`src/rtl/fifo_burst_reader.sv`:
```
// fifo_burst_reader: read-side engine for the 8-bit synchronous FIFO.
// Pops bytes in bursts of BURST_LEN (or a shorter flush burst) and streams
// them out on a valid/ready port, marking the final byte with out_last.
// Optional feature macro: FIFO_BURST_READER_PARITY_EN adds out_parity.
//
// Handshake: a byte moves when out_valid & out_ready are both high at a
// rising edge; while out_valid is high and out_ready is low, out_data,
// out_last (and out_parity) are held unchanged; out_valid never drops
// before the byte is accepted.
//
// Buffering: slot 0 is the output register; slots 1..2 form the skid
// buffer. Pops are throttled on (skid occupancy + reads in flight) < 2,
// using registered state only, so out_ready never reaches r_enable
// combinationally while a full-rate stream still fits.
module fifo_burst_reader #(
  parameter int DATA_WIDTH = 8,
  parameter int BURST_LEN  = 16
) (
  input  logic                  clk,
  input  logic                  rst,
  input  logic [DATA_WIDTH-1:0] fifo_data,
  input  logic                  fifo_empty,
  input  logic [7:0]            fifo_count,
  output logic                  r_enable,
  input  logic                  flush,
  output logic [DATA_WIDTH-1:0] out_data,
  output logic                  out_valid,
  input  logic                  out_ready,
  output logic                  out_last,
  output logic                  busy,
`ifdef FIFO_BURST_READER_PARITY_EN
  output logic                  out_parity,
`endif
  output logic [1:0]            o_dbg_state
);

  localparam logic [7:0] LP_BURST = 8'(BURST_LEN);

  typedef enum logic [1:0] {
    S_IDLE  = 2'd0,
    S_BURST = 2'd1,
    S_DRAIN = 2'd2
  } state_t;

  state_t                r_state;
  state_t                w_state_nxt;
  logic [7:0]            r_rem;
  logic [7:0]            w_rem_nxt;
  logic                  w_pop;
  logic                  w_start;
  logic                  r_flush_pend;
  logic                  r_inflight;
  logic                  r_inflight_last;

  logic [DATA_WIDTH-1:0] r_slot_data [3];
  logic [DATA_WIDTH-1:0] w_data_nxt  [3];
  logic [2:0]            r_slot_last;
  logic [2:0]            w_last_nxt;
  logic [1:0]            r_cnt;
  logic [1:0]            w_cnt_mid;
  logic [1:0]            w_cnt_nxt;
  logic [1:0]            w_skid_occ;
  logic                  w_room;
  logic                  w_xfer;

`ifdef FIFO_BURST_READER_PARITY_EN
  logic [2:0]            r_slot_par;
  logic [2:0]            w_par_nxt;
`endif

  assign out_valid   = (r_cnt != 2'd0);
  assign out_data    = r_slot_data[0];
  assign out_last    = r_slot_last[0] & out_valid;
  assign w_xfer      = out_valid & out_ready;
  assign busy        = (r_state != S_IDLE);
  assign r_enable    = w_pop;
  assign o_dbg_state = r_state;
`ifdef FIFO_BURST_READER_PARITY_EN
  assign out_parity  = r_slot_par[0];
`endif

  // Bytes beyond the output register, plus the read still on its way.
  assign w_skid_occ = (r_cnt > 2'd1) ? (r_cnt - 2'd1) : 2'd0;
  assign w_room     = ((w_skid_occ + {1'b0, r_inflight}) < 2'd2);

  // Burst FSM: next state, remaining-byte count and the pop strobe.
  always_comb begin
    w_state_nxt = r_state;
    w_rem_nxt   = r_rem;
    w_pop       = 1'b0;
    w_start     = 1'b0;
    case (r_state)
      S_IDLE: begin
        if (fifo_count >= LP_BURST) begin
          w_start     = 1'b1;
          w_rem_nxt   = LP_BURST;
          w_state_nxt = S_BURST;
        end else if (r_flush_pend && (fifo_count != 8'd0)) begin
          w_start     = 1'b1;
          w_rem_nxt   = fifo_count;
          w_state_nxt = S_BURST;
        end
      end
      S_BURST: begin
        if ((r_rem != 8'd0) && !fifo_empty && w_room) begin
          w_pop     = 1'b1;
          w_rem_nxt = r_rem - 8'd1;
          if (r_rem == 8'd1) begin
            w_state_nxt = S_DRAIN;
          end
        end
      end
      S_DRAIN: begin
        if ((r_cnt == 2'd0) && !r_inflight) begin
          w_state_nxt = S_IDLE;
        end
      end
      default: begin
        w_state_nxt = S_IDLE;
      end
    endcase
  end

  // State, remaining count, flush request and in-flight read tracking.
  always_ff @(posedge clk or posedge rst) begin
    if (rst) begin
      r_state         <= S_IDLE;
      r_rem           <= 8'd0;
      r_flush_pend    <= 1'b0;
      r_inflight      <= 1'b0;
      r_inflight_last <= 1'b0;
    end else begin
      r_state         <= w_state_nxt;
      r_rem           <= w_rem_nxt;
      r_inflight      <= w_pop;
      r_inflight_last <= w_pop && (r_rem == 8'd1);
      // A new flush wins over the clear so a request arriving on the
      // cycle a burst starts is still served at the following IDLE.
      if (flush && (fifo_count != 8'd0)) begin
        r_flush_pend <= 1'b1;
      end else if (w_start) begin
        r_flush_pend <= 1'b0;
      end
    end
  end

  // Slot queue update: shift out on transfer, append the arriving byte.
  always_comb begin
    w_data_nxt = r_slot_data;
    w_last_nxt = r_slot_last;
    w_cnt_mid  = r_cnt;
`ifdef FIFO_BURST_READER_PARITY_EN
    w_par_nxt  = r_slot_par;
`endif
    if (w_xfer) begin
      w_data_nxt[0] = r_slot_data[1];
      w_data_nxt[1] = r_slot_data[2];
      w_last_nxt    = {1'b0, r_slot_last[2:1]};
      w_cnt_mid     = r_cnt - 2'd1;
`ifdef FIFO_BURST_READER_PARITY_EN
      w_par_nxt     = {1'b0, r_slot_par[2:1]};
`endif
    end
    w_cnt_nxt = w_cnt_mid;
    if (r_inflight) begin
      case (w_cnt_mid)
        2'd0: begin
          w_data_nxt[0] = fifo_data;
          w_last_nxt[0] = r_inflight_last;
`ifdef FIFO_BURST_READER_PARITY_EN
          w_par_nxt[0]  = ^fifo_data;
`endif
        end
        2'd1: begin
          w_data_nxt[1] = fifo_data;
          w_last_nxt[1] = r_inflight_last;
`ifdef FIFO_BURST_READER_PARITY_EN
          w_par_nxt[1]  = ^fifo_data;
`endif
        end
        default: begin
          w_data_nxt[2] = fifo_data;
          w_last_nxt[2] = r_inflight_last;
`ifdef FIFO_BURST_READER_PARITY_EN
          w_par_nxt[2]  = ^fifo_data;
`endif
        end
      endcase
      w_cnt_nxt = w_cnt_mid + 2'd1;
    end
  end

  // Slot registers; reset drops every buffered byte.
  always_ff @(posedge clk or posedge rst) begin
    if (rst) begin
      for (int i = 0; i < 3; i++) begin
        r_slot_data[i] <= '0;
      end
      r_slot_last <= 3'b000;
      r_cnt       <= 2'd0;
`ifdef FIFO_BURST_READER_PARITY_EN
      r_slot_par  <= 3'b000;
`endif
    end else begin
      r_slot_data <= w_data_nxt;
      r_slot_last <= w_last_nxt;
      r_cnt       <= w_cnt_nxt;
`ifdef FIFO_BURST_READER_PARITY_EN
      r_slot_par  <= w_par_nxt;
`endif
    end
  end

endmodule

```
`config.mk`:
```
export PLATFORM = sky130hd
export DESIGN_NAME = fifo_burst_reader
export DESIGN_NICKNAME = d
export VERILOG_FILES = /design/src/rtl/fifo_burst_reader.sv
export SDC_FILE = /design/constraint.sdc
export NUM_CORES = 1
export LEC_CHECK = 0
export ABC_AREA = 1
export ABC_CLOCK_PERIOD_IN_PS = 1900
export BUFFER_PORTS_ARGS = -buffer_cell sky130_fd_sc_hd__buf_2
export CAP_MARGIN = 20
export CORE_MARGIN = 2
export CORE_UTILIZATION = 50
export DETAILED_ROUTE_END_ITERATION = 6
export PLACE_DENSITY = 0.74
export REMOVE_ABC_BUFFERS = 1
export SLEW_MARGIN = 20
export SYNTH_ARGS = -nofsm -noshare
export SYNTH_HDL_FRONTEND = slang
export SYNTH_SLANG_ARGS = --single-unit
```
`constraint.sdc`:
```
create_clock -name clk -period 1.9 [get_ports clk]
set_clock_uncertainty 0.1 [all_clocks]
set_input_delay 0.285 -clock clk [delete_from_list [all_inputs] [get_ports clk]]
set_output_delay 0.285 -clock clk [all_outputs]
set_load 0.02 [all_outputs]
```
# ---- Word level (Yosys, flattened, before mapping)
# Index checks and enable logic that the tools add are counted.
dict set report totals {
  output_inout_bits 14
  ff_bits 42
  elab_cells 79
}
dict set report op_classes {
  add_sub_neg 4
  n_mux 30
  n_eq_ne 8
  order_cmp 3
  n_reduce_logical 21
  bitwise_logic 3
}
# operator count
set ops {}
lappend ops {{two-way mux 8 bit} 6}
lappend ops {{two-way mux 24 bit} 1}
lappend ops {{two-way mux 16 bit} 1}
lappend ops {{two-way mux 2 bit} 8}
lappend ops {{one-hot mux 8 bit (2 select lines)} 1}
lappend ops {{nonzero test 8 bit} 2}
lappend ops {{two-way mux 1 bit} 10}
lappend ops {{equality test 8 x 1 -> 1 bit (second input constant)} 1}
lappend ops {{greater-or-equal comparator 8 x 5 -> 1 bit (second input constant)} 1}
lappend ops {{nonzero test 2 bit} 4}
lappend ops {{subtractor 8 x 1 -> 8 bit (second input constant)} 1}
lappend ops {{logical AND 1 bit} 6}
lappend ops {{zero test 2 bit} 3}
lappend ops {{two-way mux 3 bit} 2}
lappend ops {{inequality test 2 bit (second input constant)} 3}
lappend ops {{one-hot mux 2 bit (3 select lines)} 1}
lappend ops {{equality test 2 x 1 -> 1 bit (second input constant)} 2}
lappend ops {{AND reduction 4 bit} 1}
lappend ops {{inequality test 3 bit (second input constant)} 1}
lappend ops {{AND reduction 3 bit} 1}
lappend ops {{adder 2 x 1 -> 2 bit} 1}
lappend ops {{adder 2 x 1 -> 2 bit (second input constant)} 1}
lappend ops {{AND 1 bit} 2}
lappend ops {{equality test 2 bit (second input constant)} 1}
lappend ops {{other kinds (7)} 8}

# ---- Depth between registers and ports, before layout
dict set report depth {
  word_depth 8
  depth_mapped 12
}

# ---- Worst setup path after synthesis
# No wires, ideal clock.
dict set report synth_timing {
  kind {reg-to-reg}
  from {register r_cnt[0]}
  to {register r_slot_last[2]}
  t_arrival_ps 1818
  slack_ps -139
  t_required_ps 1679
  n_path_buf 1
  path_stages_with_launch 13
  path_cell_list {dfrtp_1 > inv_1 > ha_1 > inv_2 > nand2_4 > nand2_1 > nand2_2 > ha_1 > nor2_1 > nand2_2 > buf_6 > nand2_1 > o21ai_1}
}
dict set report synth_via {
  elab_chain_cells 7
  elab_cells_between_ends 10
  cone_classes {add/sub (1); eq/ne (1); mux (4); bitwise (1); reduce/logical (3)}
}
# item line_no
set synth_rtl {}
lappend synth_rtl {{from (decl)} 59} ;# logic [1:0] r_cnt;
lappend synth_rtl {{from (signal assigned)} 207} ;# r_cnt <= w_cnt_nxt;
lappend synth_rtl {{parallel branches: the longest is 6 deep, another holds subtractor 2 x 1 -> 2 bit} n/a}
lappend synth_rtl {{two-way mux 3 bit (*)} 165} ;# if (r_inflight) begin
lappend synth_rtl {{via w_last_nxt[2]} 58} ;# logic [2:0] w_last_nxt;
lappend synth_rtl {{to (signal assigned)} 206} ;# r_slot_last <= w_last_nxt;
lappend synth_rtl {{to (decl)} 57} ;# logic [2:0] r_slot_last;
# Mark *: on every way through the listed nets, which the timed path passes.
# A chain may end at the register's enable or synchronous reset.

# ---- Final worst setup path
dict set report layout_timing {
  from {register r_cnt[0]}
  to {output r_enable}
}
dict set report layout_via {
  elab_chain_cells 7
  elab_cells_between_ends 8
  cone_classes {add/sub (2); order compare (2); mux (3); reduce/logical (1)}
}
# item line_no
set layout_rtl {}
lappend layout_rtl {{subtractor 2 x 1 -> 2 bit or > comparator 2 x 1 -> 1 bit (tied branches)} 83} ;# assign w_skid_occ = (r_cnt > 2'd1) ? (r_cnt - 2'd1) : 2'd0;
lappend layout_rtl {{two-way mux 2 bit (*)} 83}
lappend layout_rtl {{adder 2 x 1 -> 2 bit (*)} 84} ;# assign w_room = ((w_skid_occ + {1'b0, r_inflight}) < 2'd2);
lappend layout_rtl {{< comparator 2 bit (*)} 84}
lappend layout_rtl {{logical AND 1 bit (*)} 105} ;# if ((r_rem != 8'd0) && !fifo_empty && w_room) begin
lappend layout_rtl {{two-way mux 1 bit (*)} 105}
lappend layout_rtl {{two-way mux 1 bit (*)} 92} ;# case (r_state)
lappend layout_rtl {{to (decl)} 24} ;# output logic r_enable,
# Mark *: on every way between the ends. The rest lies on a longest branch, timed or not.

==> impl_metrics.csv <==
group,metric,value,unit
route,via_count,2166,
floorplanning,die_x,72.7,microns
timing,period_needed,1.93,ns
setup_path,end_kind,"output pin",
route,dr.pass1.iters,4,
setup_path,critPathMaxFanout,4,
setup_path,critPathLaunchType,"flop",
run_status,violations,"hold timing, setup timing",
timing,rsz0062_at_grt,"true",
worst_hold_path,min_path_type,"in2async",
clock_network,htree_levels,2,
finish,num-nets-final,394,
setup_path,reg2regPathDepth,10,
setup_path,worst_path_max_delay_cell,"dfrtp_1",
setup_path,critical_path_depth,9,
setup_path,path_delay_family,"flip-flops",
finish,instances_no_fill,418,
floorplanning,floorplan.initialDensity,53.1,%
clock_network,max-clock-path-buffers,2,
power_and_ir_drop,power_density,1820,nW/um^2
timing,finalSetupTns,-0.0285,ns
timing,slew_violations,0,
finish,drive_gt1_share,25.1,%
global_route,grt_max_degree,43,
place,dpl.cell_count,405,
timing,clock.fmax,0.519,GHz
clock_network,clkTransAtPathRegs,0.09,ns
setup_path,startpoint,"r_cnt[0]",
timing,final.period_utilization,101,%
logic_synthesis,synth_top_cells_by_area,"dfrtp_1 (45%), nand2_1 (17%), nand3_1 (5.9%)",
logic_synthesis,synth_top_cell_area_share,44.5,%
power_and_ir_drop,p_leak,1.54,nW
route,routed_wl,5.40,mm
setup_path,critPathKind,"reg2out",
floorplanning,io_pins,35,
run,cap_violations,0,
logic_synthesis,yosys.area.top_type,"dfrtp_1",
floorplanning,core,4440,sq um
global_route,grt_pass1_wl,9.23,mm
place,globalplace.congestion,0.844,
setup_path,arrival,1.54,ns
logic_synthesis,ys_seq_area_share,44.5,%
global_route,antenna_found_initial,0,
global_route,grt_use_total,22.5,%
logic_synthesis,ys_ff_latch,42,
logic_synthesis,synth_edf_count,0,
place,dp_hpwl,3.58,mm
logic_synthesis,yosys_warnings,0,
timing,hold-worst-slack,-0.00504,ns
clock_network,cts_hold_buf,0,
timing,final_hold_viol_count,5,
logic_synthesis,syn_avg_cell_area,7.49,sq um
clock_network,root_buffer,"clkbuf_8",
clock_network,clock_latency,0.30,ns
logic_synthesis,synthTopCellsByCount,"nand2_1 (104), dfrtp_1 (42), inv_1 (34), nand3_1 (28), nor2_1 (23)",
finish,post-route-util,65.5,%
logic_synthesis,synth-async-reset-ratio,100,%
setup_path,max_stage_delay,0.41,ns
logic_synthesis,netlist_area,2360,sq um
setup_path,r2r_slack,0.09,ns
route,ant_nets,0,
route,drc,0,
clock_network,cts_tree,"yes",
global_route,gr-total-overflow,0,
run_status,status,"finished with violations",
global_route,grt_pass1_vias,2060,
setup_path,endpoint,"r_enable",
clock_network,cts_buffers,5,
route,detail_route.iter0.violations,157,
setup_path,r2r_end,"r_slot_data[15]",
floorplanning,die_h,72.7,microns
finish,syn_to_final_growth,23.3,%
finish,num_antenna_cells,0,
timing,setup_violations,1,
floorplanning,die_area,5290,sq um
setup_path,critPathBufInv,3,
clock_network,numClockSinks,42,
logic_synthesis,synthDistinctLibCells,23,
logic_synthesis,yosys_most_used_dff,"dfrtp_1",
logic_synthesis,synthCells,315,
finish,final_cell_area,2910,sq um
setup_path,r2r-start,"r_cnt[0]",
setup_path,required,1.51,ns
power_and_ir_drop,vdd_drop_max,0.717,mV
place,dpl_cell_area,2660,sq um
floorplanning,num_rows,24,
logic_synthesis,yosysMostFrequentCell,"nand2_1",
route,wl_per_cell,12.9,microns
place,portBuffers,34,
timing,tightestPinTransition,0.540,ns
timing,relSlewSlack,64.0,%
timing,setup_ws,-0.0285,ns
setup_path,crit_chain,"inv_2 > ha_4 > nand2_2 > nand2_1 > nand2_1 > nor2_2 > nand3_2 > inv_2 > buf_6",
route,drt-vias-per-instance,5.18,
power breakdown:
group          switching, mW  internal (mW)
Combinational           1.86           1.22
Sequential             0.214           1.31
Clock                  0.317          0.392
Total                   2.39           2.91
state kept, by name, indices dropped and copies added, names as in the netlist:
| register | count |
|---|---|
| r_cnt | 2 |
| o_dbg_state | 2 |
| out_data | 8 |
| r_slot_last | 3 |
| r_flush_pend | 1 |
| r_slot_data | 16 |
| r_inflight | 1 |
| r_rem | 8 |
| r_inflight_last | 1 |
placed cells by master, fill, tap and decap left out, drive strengths merged:
cell	count
nor2	25
o21ai	33
nand3	28
nand4	1
xor2	3
a21oi	4
a31oi	4
inv	35
clkbuf	6
a21boi	1
dfrtp	42
nand2	109
buf	59
o211ai	6
ha	8
bufinv	1
clkinvlp	1
tightest hold or removal path, delay by kind of cell:
kind	cells	cell delay, ns
buf+inv	3	0.57
metrics by stage:
step	worst slack (ns)	hold WS [ns]	power (mW)
5_1_grt	-0.114	0.0503	5.77
4_1_cts	-0.0159	0.0187	5.14
6_report	-0.0285	-0.00504	5.30
3_3_place_gp	0.0583	0.352	4.17
2_1_floorplan	-0.382	0.302	3.25
3_5_place_dp	-0.0105	0.351	4.24
layout make-up:
class,instances,area (sq um)
clock buffer,6,72.6
fill,397,1530
clock inverter,2,37.5
multi-input combinational,222,1160
inverter,35,131
sequential,42,1050
tap,52,65.1
timing repair buffer,59,392
per-layer routing:
layer / share of wire [%] / vias to the layer above / global-route usage [%]
met5: 0 / - / 0
met4: 1.6 / 0 / 8.02
met3: 5.7 / 7 / 3.73
met2: 47 / 59 / 37.4
met1: 46 / 1004 / 29.8
li1: - / 1096 / -
worst min-delay path by stage:
stage | startpoint | end | slack [ns] | cells after the start
global route | rst | r_slot_data[8] | 0.05 | 3
floorplan | fifo_data[3] | out_data[3] | 0.30 | 2
finish | rst | r_slot_data[0] | -0.005 | 3
detailed placement | rst | out_data[0] | 0.35 | 3
CTS | rst | r_slot_data[0] | 0.02 | 3
global placement | rst | r_slot_data[0] | 0.35 | 3
repair_timing:
action,4_1_cts,5_1_grt
endpoints found under the hold margin,0,0
resized for setup,15,20
endpoints found under the setup margin,10,34
gates cloned,1,1
pin swaps,4,7
buffers inserted,2,3
cells by family after synthesis:
family                     Yosys count  share of synthesized area (%)
DFF                                 42                           44.5
and+or+nand+nor                    161                           28.4
buffers and inverters               53                           10.3
adders and majority gates            8                           4.24
AOI/OAI and AO/OA                   48                           11.1
xor gates and xnor gates             3                           1.43
Note: power is estimated with default switching activity, not from simulation.
